File: src/rtl/pe_operand_sequencer_pkg.sv
// Shared types, default geometry and precision helper for the PE operand sequencer.
package pe_operand_sequencer_pkg;

    localparam int A_WIDTH_DEF = 8;
    localparam int B_WIDTH_DEF = 8;
    localparam int SLICE_W_DEF = 2;

    localparam int NA   = A_WIDTH_DEF / SLICE_W_DEF;
    localparam int NB   = B_WIDTH_DEF / SLICE_W_DEF;
    localparam int PA_W = $clog2(NA) + 1;
    localparam int PB_W = $clog2(NB) + 1;

    typedef enum logic {
        IDLE  = 1'b0,
        ISSUE = 1'b1
    } state_t;

    // Zero means "one slice"; anything above the operand's slice count saturates.
    function automatic int clamp_prec(input int prec, input int max_prec);
        if (prec < 1) return 1;
        if (prec > max_prec) return max_prec;
        return prec;
    endfunction

endpackage

File: src/rtl/pe_operand_sequencer_slice_sel.sv
// Picks slice number idx (SLICE_W bits wide) out of an unsigned operand.
module bitbrick_slice_sel #(
    parameter int OP_W    = 8,
    parameter int SLICE_W = 2,
    parameter int IDX_W   = 3
) (
    input  logic [OP_W-1:0]    operand,
    input  logic [IDX_W-1:0]   idx,
    output logic [SLICE_W-1:0] slice
);

    assign slice = SLICE_W'(operand >> (int'(idx) * SLICE_W));

endmodule

File: src/rtl/pe_operand_sequencer.sv
// Splits accepted operand pairs into slice products and drives one PE per cycle,
// flagging the cycle in which the PE accumulator holds a finished group result.
module pe_operand_sequencer
    import pe_operand_sequencer_pkg::*;
#(
    parameter int A_WIDTH     = A_WIDTH_DEF,
    parameter int B_WIDTH     = B_WIDTH_DEF,
    parameter int SLICE_W     = SLICE_W_DEF,
    parameter int ACC_WIDTH   = 16,
    parameter int SHIFT_WIDTH = $clog2(ACC_WIDTH)
) (
    input  logic                   clk,
    input  logic                   reset,
    input  logic [PA_W-1:0]        cfg_prec_a,
    input  logic [PB_W-1:0]        cfg_prec_b,
    input  logic                   in_valid,
    output logic                   in_ready,
    input  logic [A_WIDTH-1:0]     in_a,
    input  logic [B_WIDTH-1:0]     in_b,
    input  logic                   in_first,
    input  logic                   in_last,
    output logic [SLICE_W-1:0]     pe_in_0,
    output logic [SLICE_W-1:0]     pe_in_1,
    output logic [SHIFT_WIDTH-1:0] pe_shift,
    output logic                   pe_sel,
    output logic                   pe_valid,
    output logic                   res_valid,
    output logic                   busy
);

    if (A_WIDTH + B_WIDTH - 2 * SLICE_W >= ACC_WIDTH) begin : g_acc_check
        $error("ACC_WIDTH too narrow for the largest shifted slice product");
    end

    state_t                 state_q, state_d;
    logic [A_WIDTH-1:0]     a_q, a_d;
    logic [B_WIDTH-1:0]     b_q, b_d;
    logic                   last_q, last_d;
    logic [PA_W-1:0]        pa_q, pa_d, i_q, i_d;
    logic [PB_W-1:0]        pb_q, pb_d, j_q, j_d;
    logic [SLICE_W-1:0]     pe_in_0_q, pe_in_0_d, pe_in_1_q, pe_in_1_d;
    logic [SHIFT_WIDTH-1:0] pe_shift_q, pe_shift_d;
    logic                   pe_sel_q, pe_sel_d;
    logic                   pe_valid_q, pe_valid_d;
    logic                   res_valid_q, res_valid_d;
    logic [SLICE_W-1:0]     slice_a, slice_b;
    logic                   final_slice, accept;

    assign final_slice = (state_q == ISSUE) && (i_q == pa_q - PA_W'(1)) && (j_q == pb_q - PB_W'(1));
    assign in_ready    = (state_q == IDLE) || final_slice;
    assign accept      = in_valid && in_ready;

    // Slices are selected from the next-state operand/index so every pe_* output is a flop.
    bitbrick_slice_sel #(.OP_W(A_WIDTH), .SLICE_W(SLICE_W), .IDX_W(PA_W)) u_sel_a (
        .operand(a_d), .idx(i_d), .slice(slice_a)
    );
    bitbrick_slice_sel #(.OP_W(B_WIDTH), .SLICE_W(SLICE_W), .IDX_W(PB_W)) u_sel_b (
        .operand(b_d), .idx(j_d), .slice(slice_b)
    );

    always_comb begin
        state_d    = state_q;
        a_d        = a_q;
        b_d        = b_q;
        last_d     = last_q;
        pa_d       = pa_q;
        pb_d       = pb_q;
        i_d        = i_q;
        j_d        = j_q;
        pe_valid_d = 1'b0;
        pe_sel_d   = 1'b1;

        if (accept) begin
            a_d        = in_a;
            b_d        = in_b;
            last_d     = in_last;
            i_d        = '0;
            j_d        = '0;
            pe_valid_d = 1'b1;
            pe_sel_d   = ~in_first;
            state_d    = ISSUE;
            if (in_first) begin
                pa_d = PA_W'(clamp_prec(int'(cfg_prec_a), NA));
                pb_d = PB_W'(clamp_prec(int'(cfg_prec_b), NB));
            end
        end else if ((state_q == ISSUE) && !final_slice) begin
            pe_valid_d = 1'b1;
            if (j_q == pb_q - PB_W'(1)) begin
                j_d = '0;
                i_d = i_q + PA_W'(1);
            end else begin
                j_d = j_q + PB_W'(1);
            end
        end else begin
            state_d = IDLE;
        end

        // The PE has no enable: idle cycles must present a zero product in accumulate mode.
        pe_in_0_d   = pe_valid_d ? slice_a : '0;
        pe_in_1_d   = pe_valid_d ? slice_b : '0;
        pe_shift_d  = pe_valid_d ? SHIFT_WIDTH'((int'(i_d) + int'(j_d)) * SLICE_W) : '0;
        res_valid_d = final_slice && last_q;
    end

    always_ff @(posedge clk or posedge reset) begin
        if (reset) begin
            state_q     <= IDLE;
            last_q      <= 1'b0;
            pa_q        <= PA_W'(NA);
            pb_q        <= PB_W'(NB);
            i_q         <= '0;
            j_q         <= '0;
            pe_in_0_q   <= '0;
            pe_in_1_q   <= '0;
            pe_shift_q  <= '0;
            pe_sel_q    <= 1'b1;
            pe_valid_q  <= 1'b0;
            res_valid_q <= 1'b0;
        end else begin
            state_q     <= state_d;
            last_q      <= last_d;
            pa_q        <= pa_d;
            pb_q        <= pb_d;
            i_q         <= i_d;
            j_q         <= j_d;
            pe_in_0_q   <= pe_in_0_d;
            pe_in_1_q   <= pe_in_1_d;
            pe_shift_q  <= pe_shift_d;
            pe_sel_q    <= pe_sel_d;
            pe_valid_q  <= pe_valid_d;
            res_valid_q <= res_valid_d;
        end
    end

    always_ff @(posedge clk) begin
        a_q <= a_d;
        b_q <= b_d;
    end

    assign pe_in_0   = pe_in_0_q;
    assign pe_in_1   = pe_in_1_q;
    assign pe_shift  = pe_shift_q;
    assign pe_sel    = pe_sel_q;
    assign pe_valid  = pe_valid_q;
    assign res_valid = res_valid_q;
    assign busy      = (state_q == ISSUE);

endmodule

File: config.mk
export PLATFORM = sky130hd
export DESIGN_NAME = pe_operand_sequencer
export DESIGN_NICKNAME = d
export VERILOG_FILES = /design/src/rtl/pe_operand_sequencer_pkg.sv /design/src/rtl/pe_operand_sequencer_slice_sel.sv /design/src/rtl/pe_operand_sequencer.sv
export SDC_FILE = /design/constraint.sdc
export NUM_CORES = 1
export LEC_CHECK = 0
export ABC_AREA = 0
export CAP_MARGIN = 20
export CORE_MARGIN = 2
export CORE_UTILIZATION = 26
export CTS_CLUSTER_DIAMETER = 120
export DETAILED_ROUTE_END_ITERATION = 8
export GPL_ROUTABILITY_DRIVEN = 0
export GPL_TIMING_DRIVEN = 0
export PLACE_DENSITY = 0.52
export SYNTH_ARGS = -nofsm -noshare
export SYNTH_HDL_FRONTEND = slang
export SYNTH_SLANG_ARGS = --single-unit
File: constraint.sdc
create_clock -name clk -period 3.49 [get_ports clk]
set_clock_uncertainty 0.2 [all_clocks]
set_input_delay 0.698 -clock clk [delete_from_list [all_inputs] [get_ports clk]]
set_output_delay 0.698 -clock clk [all_outputs]
set_load 0.02 [all_outputs]
==> out/summary.txt, run 1 <==
grt total ovfl: 0
TNS Setup: 0 ns
top-area cell type share of the netlist area: 26.6%
Synth Register Bits: 40
setup slack, reg-to-reg: 0.1 ns
sequential area share after synthesis: 46.7%
row cnt: 31
Netlist cell types: 45
Worst EP arrival: 3.39 ns
startpoint types: register
commonest non-fill, non-tap cell in the layout: clkdlybuf4s50_1
Longest Clk Path Bufs: 2
max-slew violation count: 0
Crit Path Class: register to register
starting density of the core: 27.1%
Post-Syn Area per Cell: 10.0 um2
first-pass GRT wire length: 7.04 mm
ys async rst share: 60.0%
cts bufs inserted: 5
largest net degree at the start of global routing: 25
Worst Tran Pin Value: 0.927 ns
Post-synth top flop: dfrtp_1
commonest cells after routing, fill and taps aside: clkdlybuf4s50_1 (36), inv_1 (21), dfrtp_1 (21), nand2_1 (19), dfxtp_1 (16)
Tmin final: 3.39 ns
number of global-route vias before repair: 1543
1st-iter DRT viols: 43
Syn. warnings: 0
area delta synth->final: 33.2%
Ports: 40
Worst Slack Setup Final: 0.0953 ns
TritonRoute pass-1 iters: 4
Required @ worst endpoint: 3.48 ns
biggest area consumer among synthesized cells: dfrtp_1
diode count: 0
Fin. Hold Viols: 0
fin crit share: 97.3%
die height: 91.2 um
f_max: 295 MHz
Antenna Violating Nets Remaining: 0
ranking of synthesized cells by area: dfrtp_1 (27%), dfxtp_1 (16%), mux2_2 (5.7%), inv_1 (4.2%), dfstp_2 (4.0%)
status: finished clean
Vias/cell: 4.29
Critical Path Sink Type: register
routed vias: 1471
Avg WL per Cell: 12.0 um
core area: 0.00729 mm2
layout cells sized above 1: 16.4%
Clock Sinks: 40
worst skew pair latency: 0.29 ns
Pleak: 1.10 nW
post-synth net total: 230
Die ar.: 0.00832 mm2
Buffers on Ports: 38
Pwr per Cell Area: 1060 mW/mm2
H-tree levels: 2
Remaining DRCs: 0
Min Hold Slack: 0.286 ns
Syn Inst Count: 197
maximum vdd drop: 0.000436 V
Post-synth EDFFs: 0
total power draw: 2.79 mW
clk slew on worst S/H paths: 0.08 ns
Final nets: 276
hpwl dp: 3.13 mm
Slew HR: 38.1%
worst slack at placement: -0.527 ns
Final setup viols: 0
Cell Area, Synth: 0.00198 mm2
Die X: 91.2 um
min-delay worst type: register to register
TritonCTS clock tree: yes
antenna violations before repair: 0
MaxCap Viol Count: 0
Root Buffer: clkbuf_8
Post-Route WL: 4.13 mm
total global-route track usage: 10.6%
Crit Path Max Fanout: 8
## final timing paths
check                           depth (start not counted)    start           to
max in group asynchronous                               2    reset       last_q
worst max-delay path                                   13  pb_q[0]  pe_shift[3]
worst min register to register                          2   a_q[1]       a_q[1]
worst min-delay path                                    2   a_q[1]       a_q[1]
min in group asynchronous                               2    reset       j_q[1]
worst max register to register                         13  pb_q[0]  pe_shift[3]
## through the flow
| stage | instance area [um2] | cells | util, % |
|---|---|---|---|
| after floorplan | 1980 | 197 | - |
| after global placement | 2480 | 334 | 34.0 |
| after detailed placement | 2480 | 334 | 34.0 |
| after CTS | 2610 | 341 | 35.7 |
| after global routing | 2640 | 343 | 36.1 |
| final | 2640 | 343 | 36.1 |
## layout make-up
type | instances | area (um2)
multi-input cells | 123 | 940
well taps | 99 | 124
inverters | 23 | 86.3
flip-flops and latches | 40 | 925
plain buffers | 9 | 48.8
repair buffers | 41 | 404
clock inverters | 2 | 35.0
clock buffers | 6 | 72.6
fillers | 775 | 4660
## registers in the layout, summed over array words and instances (netlist names)
name / count
a_q: 8
b_q: 8
i_q: 3
j_q: 3
pa_q: 3
pb_q: 3
pe_shift: 3
pe_in_0: 2
pe_in_1: 2
busy: 1
last_q: 1
pe_sel: 1
pe_valid: 1
res_valid: 1
## routing by layer
metal	track usage (%)	share of wire, %	up-vias
met4	3.41	0.73	0
met2	16.6	45	30
met1	13.7	50	678
met3	3.73	4.6	2
li1	-	-	761
met5	0	0	-
## critical path, stage by stage (launching register included)
cell and delay, ns:
dfrtp_1 0.41, inv_1 0.07, ha_1 0.14, xor3_1 0.27, or3_1 0.37, buf_2 0.17, o21a_4 0.25, o31ai_4 0.30
ha_1 0.19, inv_1 0.04, fa_1 0.38, xor2_1 0.24, nand2_1 0.10, o32ai_2 0.15
## cells by family after synthesis
kind of cell | synth area share (%)
buffers and inverters | 6.96
adders and majority gates | 4.17
xor gates and xnor gates | 5.88
other | 0.190
muxes | 10.5
DFF | 46.7
AOI/OAI and AO/OA | 12.2
and+or+nand+nor | 13.3
## cells in the mapped netlist, types with 2 or more instances
library cell,number
dfxtp_1,16
and2_1,2
nor2b_1,4
xor2_1,4
nand3_1,2
o31ai_1,3
dfstp_2,3
o21a_1,2
ha_1,5
mux4_2,2
inv_1,22
xnor2_1,4
a21oi_1,2
a2111oi_1,2
o311ai_1,2
clkbuf_1,5
mux2i_1,5
nand4_1,2
nor2_1,12
mux2_2,10
buf_2,5
nand2_1,19
nor3_1,8
o21ai_0,13
dfrtp_1,21
nand2b_1,2
a2111oi_0,2
## power breakdown
part	internal, mW	switching, mW
clock network	0.212	0.159
registers	0.703	0.115
logic	0.780	0.817
total	1.69	1.09
## what timing repair did
| action | 4_1_cts | 5_1_grt |
|---|---|---|
| setup buffers | 0 | 3 |
| gates cloned | 0 | 0 |
| pin swaps | 0 | 2 |
| hold buffers | 0 | 0 |
| gates resized for setup | 6 | 4 |
| endpoints found under the setup margin | 3 | 1 |
Note: power is estimated with default switching activity, not from simulation.
==> run 2: changes to the inputs <==
--- a/config.mk
+++ b/config.mk
@@ -6,5 +6,4 @@
 export NUM_CORES = 1
 export LEC_CHECK = 0
-export ABC_AREA = 0
 export CAP_MARGIN = 20
 export CORE_MARGIN = 2
--- a/constraint.sdc
+++ b/constraint.sdc
@@ -3,3 +3,3 @@
 set_input_delay 0.698 -clock clk [delete_from_list [all_inputs] [get_ports clk]]
 set_output_delay 0.698 -clock clk [all_outputs]
-set_load 0.02 [all_outputs]
+set_load 0.005 [all_outputs]
==> out/summary.txt, run 2 (synthesized netlist as in run 1, its figures left out) <==
Worst path slowest cell: clkdlybuf4s50_1
TNS Setup: 0 ns
post-route cell area: 0.00265 mm2
Worst Slack Setup Final: 0.0601 ns
f_max: 292 MHz
Required @ worst endpoint: 2.59 ns
MaxCap Viol Count: 0
Pwr per Cell Area: 1030 mW/mm2
die height: 91.2 um
fin crit share: 98.3%
H-tree levels: 2
critical path, cell by cell: inv_1, ha_1, xnor2_1, or3_1, buf_2, o21a_4, inv_1, clkdlybuf4s50_1
commonest non-fill, non-tap cell in the layout: clkdlybuf4s50_1
worst slack at placement: -0.527 ns
cts bufs inserted: 5
Buffers on Ports: 38
switching share of total power: 37.7%
Pleak: 1.10 nW
Critical Path Sink Type: output port
Seq pwr share: 29.8%
Most common cell on crit path: inv_1
Crit Path Max Fanout: 8
cell-internal power: 1.71 mW
Bufs and invs on worst path: 4
Tmin final: 3.43 ns
Clk pwr share: 13.6%
startpoint types: register
Worst Tran Pin Value: 0.930 ns
routed vias: 1501
Min Hold Slack: 0.286 ns
row cnt: 31
CP top delay family: buffers and inverters
Die ar.: 0.00832 mm2
maximum vdd drop: 0.000426 V
Antenna Violating Nets Remaining: 0
Clock Sinks: 40
clk slew on worst S/H paths: 0.08 ns
number of global-route vias before repair: 1559
Ports: 40
hpwl dp: 3.13 mm
Final setup viols: 0
Die X: 91.2 um
TritonCTS clock tree: yes
grt total ovfl: 0
Root Buffer: clkbuf_8
layout cells sized above 1: 16.6%
hold path start: a_q[1]
Top Registers: a_q x8, b_q x8
core area: 0.00729 mm2
starting density of the core: 27.1%
total global-route track usage: 10.8%
status: finished clean
fin util: 36.3%
R2R Path Start: pb_q[2]
Critical Path Start: pb_q[0]
Post-Route WL: 4.17 mm
Crit Path Class: register to output port
Fin. Hold Viols: 0
Logic pwr share: 56.6%
Worst EP arrival: 2.53 ns
Avg WL per Cell: 12.1 um
diode count: 0
Final nets: 279
max-slew violation count: 0
Remaining DRCs: 0
commonest cells after routing, fill and taps aside: clkdlybuf4s50_1 (38), inv_1 (21), dfrtp_1 (21), nand2_1 (19), dfxtp_1 (16)
Vias/cell: 4.34
CP max stage delay: 0.51 ns
first-pass GRT wire length: 7.16 mm
RSZ-0062 raised after global routing: true
area delta synth->final: 33.8%
P_sw: 1.03 mW
Longest Clk Path Bufs: 2
DP Area: 0.00248 mm2
Slew HR: 38.0%
largest net degree at the start of global routing: 25
antenna violations before repair: 0
worst skew pair latency: 0.29 ns
TritonRoute pass-1 iters: 4
1st-iter DRT viols: 46
min-delay worst type: register to register
[run 2: cell count changes in the layout (fill, tap and decap cells not counted), sizes merged]
| cell | before | now |
|---|---|---|
| buf | 8 | 11 |
| clkdlybuf4s50 | 36 | 38 |
| dlygate4sd2 | 1 | 0 |
| dlymetal6s2s | 1 | 0 |
[run 2: timing repair]
| item | in CTS | in global routing |
|---|---|---|
| pin swaps | 0 | 1 |
| resized for setup | 5 | 1 |
| endpoints found under the setup margin | 3 | 2 |
| setup buffers | 2 | 4 |
| hold buffers | 0 | 0 |
[run 2: per-stage QoR]
| step | total power, mW | instances |
|---|---|---|
| finish | 2.74 | 346 |
| global route | 2.99 | 346 |
| CTS | 2.72 | 343 |
| detailed placement | 2.29 | 334 |
| global placement | 2.27 | 334 |
| floorplan | 1.90 | 197 |
[run 2: routing by layer]
metal / vias to the layer above / GRT usage (%) / wire length (um)
met5: - / 0 / 0
met4: 0 / 3.41 / 29
met3: 2 / 3.73 / 199
met2: 35 / 16.9 / 1870
met1: 698 / 13.9 / 2070
li1: 766 / - / -
[run 2: power by group through the flow]
stage	clock network (mW)	registers [mW]	logic [mW]
finish	0.372	0.816	1.55
global route	0.406	0.845	1.73
CTS	0.383	0.821	1.52
detailed placement	0	0.832	1.46
global placement	0	0.831	1.44
floorplan	0	0.806	1.09
[run 2: worst paths after layout]
| kind | slack (ns) | end | depth (start not counted) |
|---|---|---|---|
| worst max-delay path | 0.06 | in_ready | 8 |
| worst min-delay path | 0.29 | a_q[1] | 2 |
| worst max register to register | 0.13 | pe_shift[3] | 11 |
| worst min register to register | 0.29 | a_q[1] | 2 |
| max in group asynchronous | 1.80 | last_q | 2 |
| min in group asynchronous | 0.72 | j_q[1] | 2 |
[run 2: tightest hold or removal path, delay by kind of cell, from the launching register on]
kind	cells	cell delay [ns]
AOI/OAI and AO/OA	1	0.07
buffers and inverters	1	0.05
DFF	1	0.32
[run 2: layout make-up]
cell class	count	area (um2)
clock buffer	6	72.6
multi-input combinational	123	931
timing repair buffer	44	425
inverter	23	86.3
fill	772	4640
tap	99	124
clock inverter	2	35.0
sequential	40	925
buffer	9	48.8
==> run 3: changes to the inputs <==
Settings changed: CTS_CLUSTER_DIAMETER 120 to 40, SETUP_SLACK_MARGIN set to 0.02.
Clock period 3.49 ns to 3.75 ns, I/O delays scaled along.
==> out/summary.txt, run 3 (synthesized netlist as in run 1, its figures left out) <==
max-slew violation count: 0
Vias/cell: 4.33
number of global-route vias before repair: 1541
Fin. Hold Viols: 0
clk slew on worst S/H paths: 0.08 ns
Pleak: 1.08 nW
worst slack at placement: -0.319 ns
cts bufs inserted: 5
f_max: 283 MHz
Final setup viols: 0
Worst EP arrival: 2.58 ns
Ports: 40
row cnt: 31
Required @ worst endpoint: 2.80 ns
Antenna Violating Nets Remaining: 0
Min Hold Slack: 0.289 ns
TritonRoute pass-1 iters: 4
Remaining DRCs: 0
area delta synth->final: 31.4%
hold buffers post-CTS: 0
Die ar.: 0.00832 mm2
Tmin final: 3.53 ns
commonest cells after routing, fill and taps aside: clkdlybuf4s50_1 (38), inv_1 (22), dfrtp_1 (21), nand2_1 (19), dfxtp_1 (16)
core area: 0.00729 mm2
hpwl dp: 3.13 mm
first-pass GRT wire length: 7.11 mm
TNS Setup: 0 ns
commonest non-fill, non-tap cell in the layout: clkdlybuf4s50_1
total global-route track usage: 10.8%
H-tree levels: 2
Worst Tran Pin Value: 0.932 ns
Slew HR: 37.8%
setup slack, reg-to-reg: 0.24 ns
startpoint types: register
Buffers on Ports: 38
fillers: 786
min-delay worst type: register to register
status: finished clean
antenna violations before repair: 0
layout cells sized above 1: 14.4%
Die X: 91.2 um
maximum vdd drop: 0.000375 V
Final nets: 275
Post-Route WL: 4.19 mm
die height: 91.2 um
Longest Clk Path Bufs: 2
Top Registers: a_q x8, b_q x8
1st-iter DRT viols: 46
Critical Path Sink Type: output port
TritonCTS clock tree: yes
Crit Path Max Fanout: 8
total power draw: 2.46 mW
starting density of the core: 27.1%
fin crit share: 94.2%
diode count: 0
grt total ovfl: 0
Avg WL per Cell: 12.2 um
RSZ-0062 raised after global routing: false
MaxCap Viol Count: 0
worst skew pair latency: 0.29 ns
Crit Path Class: register to output port
Worst Slack Setup Final: 0.217 ns
Root Buffer: clkbuf_8
Pwr per Cell Area: 944 mW/mm2
largest net degree at the start of global routing: 25
routed vias: 1481
Clock Sinks: 40
[run 3: cell count changes in the layout (fill, tap and decap cells not counted), sizes merged]
| cell | change |
|---|---|
| buf | -5 |
| clkbuf | +1 |
[run 3: worst paths after layout]
path	start	end	cells after the start
max in group asynchronous	reset	last_q	2
min in group asynchronous	reset	j_q[1]	2
worst min-delay path	a_q[1]	a_q[1]	2
worst max register to register	pb_q[0]	pe_shift[3]	12
worst max-delay path	pb_q[0]	in_ready	8
worst min register to register	a_q[1]	a_q[1]	2
[run 3: worst max-delay path, cell delays in order, from the launching register on]
cell	delay, ns
dfrtp_1	0.41
inv_1	0.07
ha_1	0.14
xor3_1	0.27
or3_1	0.37
buf_2	0.17
o21a_4	0.25
inv_1	0.10
clkdlybuf4s50_1	0.51
[run 3: per-layer routing]
metal	up-vias	track usage, %	share of wire, %
met2	32	16.6	45
met3	4	3.73	4.6
met1	688	14.2	50
li1	757	-	-
met4	0	3.41	0.88
met5	-	0	0
[run 3: report_power, final]
group / internal, mW / total (mW) / switching [mW]
Sequential: 0.654 / 0.762 / 0.107
Combinational: 0.670 / 1.35 / 0.677
Clock: 0.198 / 0.346 / 0.148
Total: 1.52 / 2.46 / 0.933
[run 3: metrics by stage]
stage | util [%] | instances | cell area [um2]
4_1_cts | 35.6 | 342 | 2590
3_3_place_gp | 34.0 | 334 | 2480
3_5_place_dp | 34.0 | 334 | 2480
6_report | 35.7 | 342 | 2600
5_1_grt | 35.7 | 342 | 2600
2_1_floorplan | - | 197 | 1980
[run 3: repair_timing]
| item | CTS | global route |
|---|---|---|
| buffers inserted | 0 | 0 |
| cloned | 0 | 0 |
| endpoints found under the hold margin | 0 | 0 |
| pin swaps | 0 | 0 |
| gates resized for setup | 2 | 1 |
| endpoints found under the setup margin | 1 | 1 |
[run 3: layout make-up]
cell class	count	area [um2]	share of cell area, %
Buffer	11	55.1	2.12
Timing Repair Buffer	38	380	14.6
Clock inverter	2	35.0	1.35
Sequential cell	40	925	35.6
Inverter	23	86.3	3.32
Tap cell	99	124	4.76
Multi-Input combinational cell	123	922	35.5
Clock buffer	6	72.6	2.79
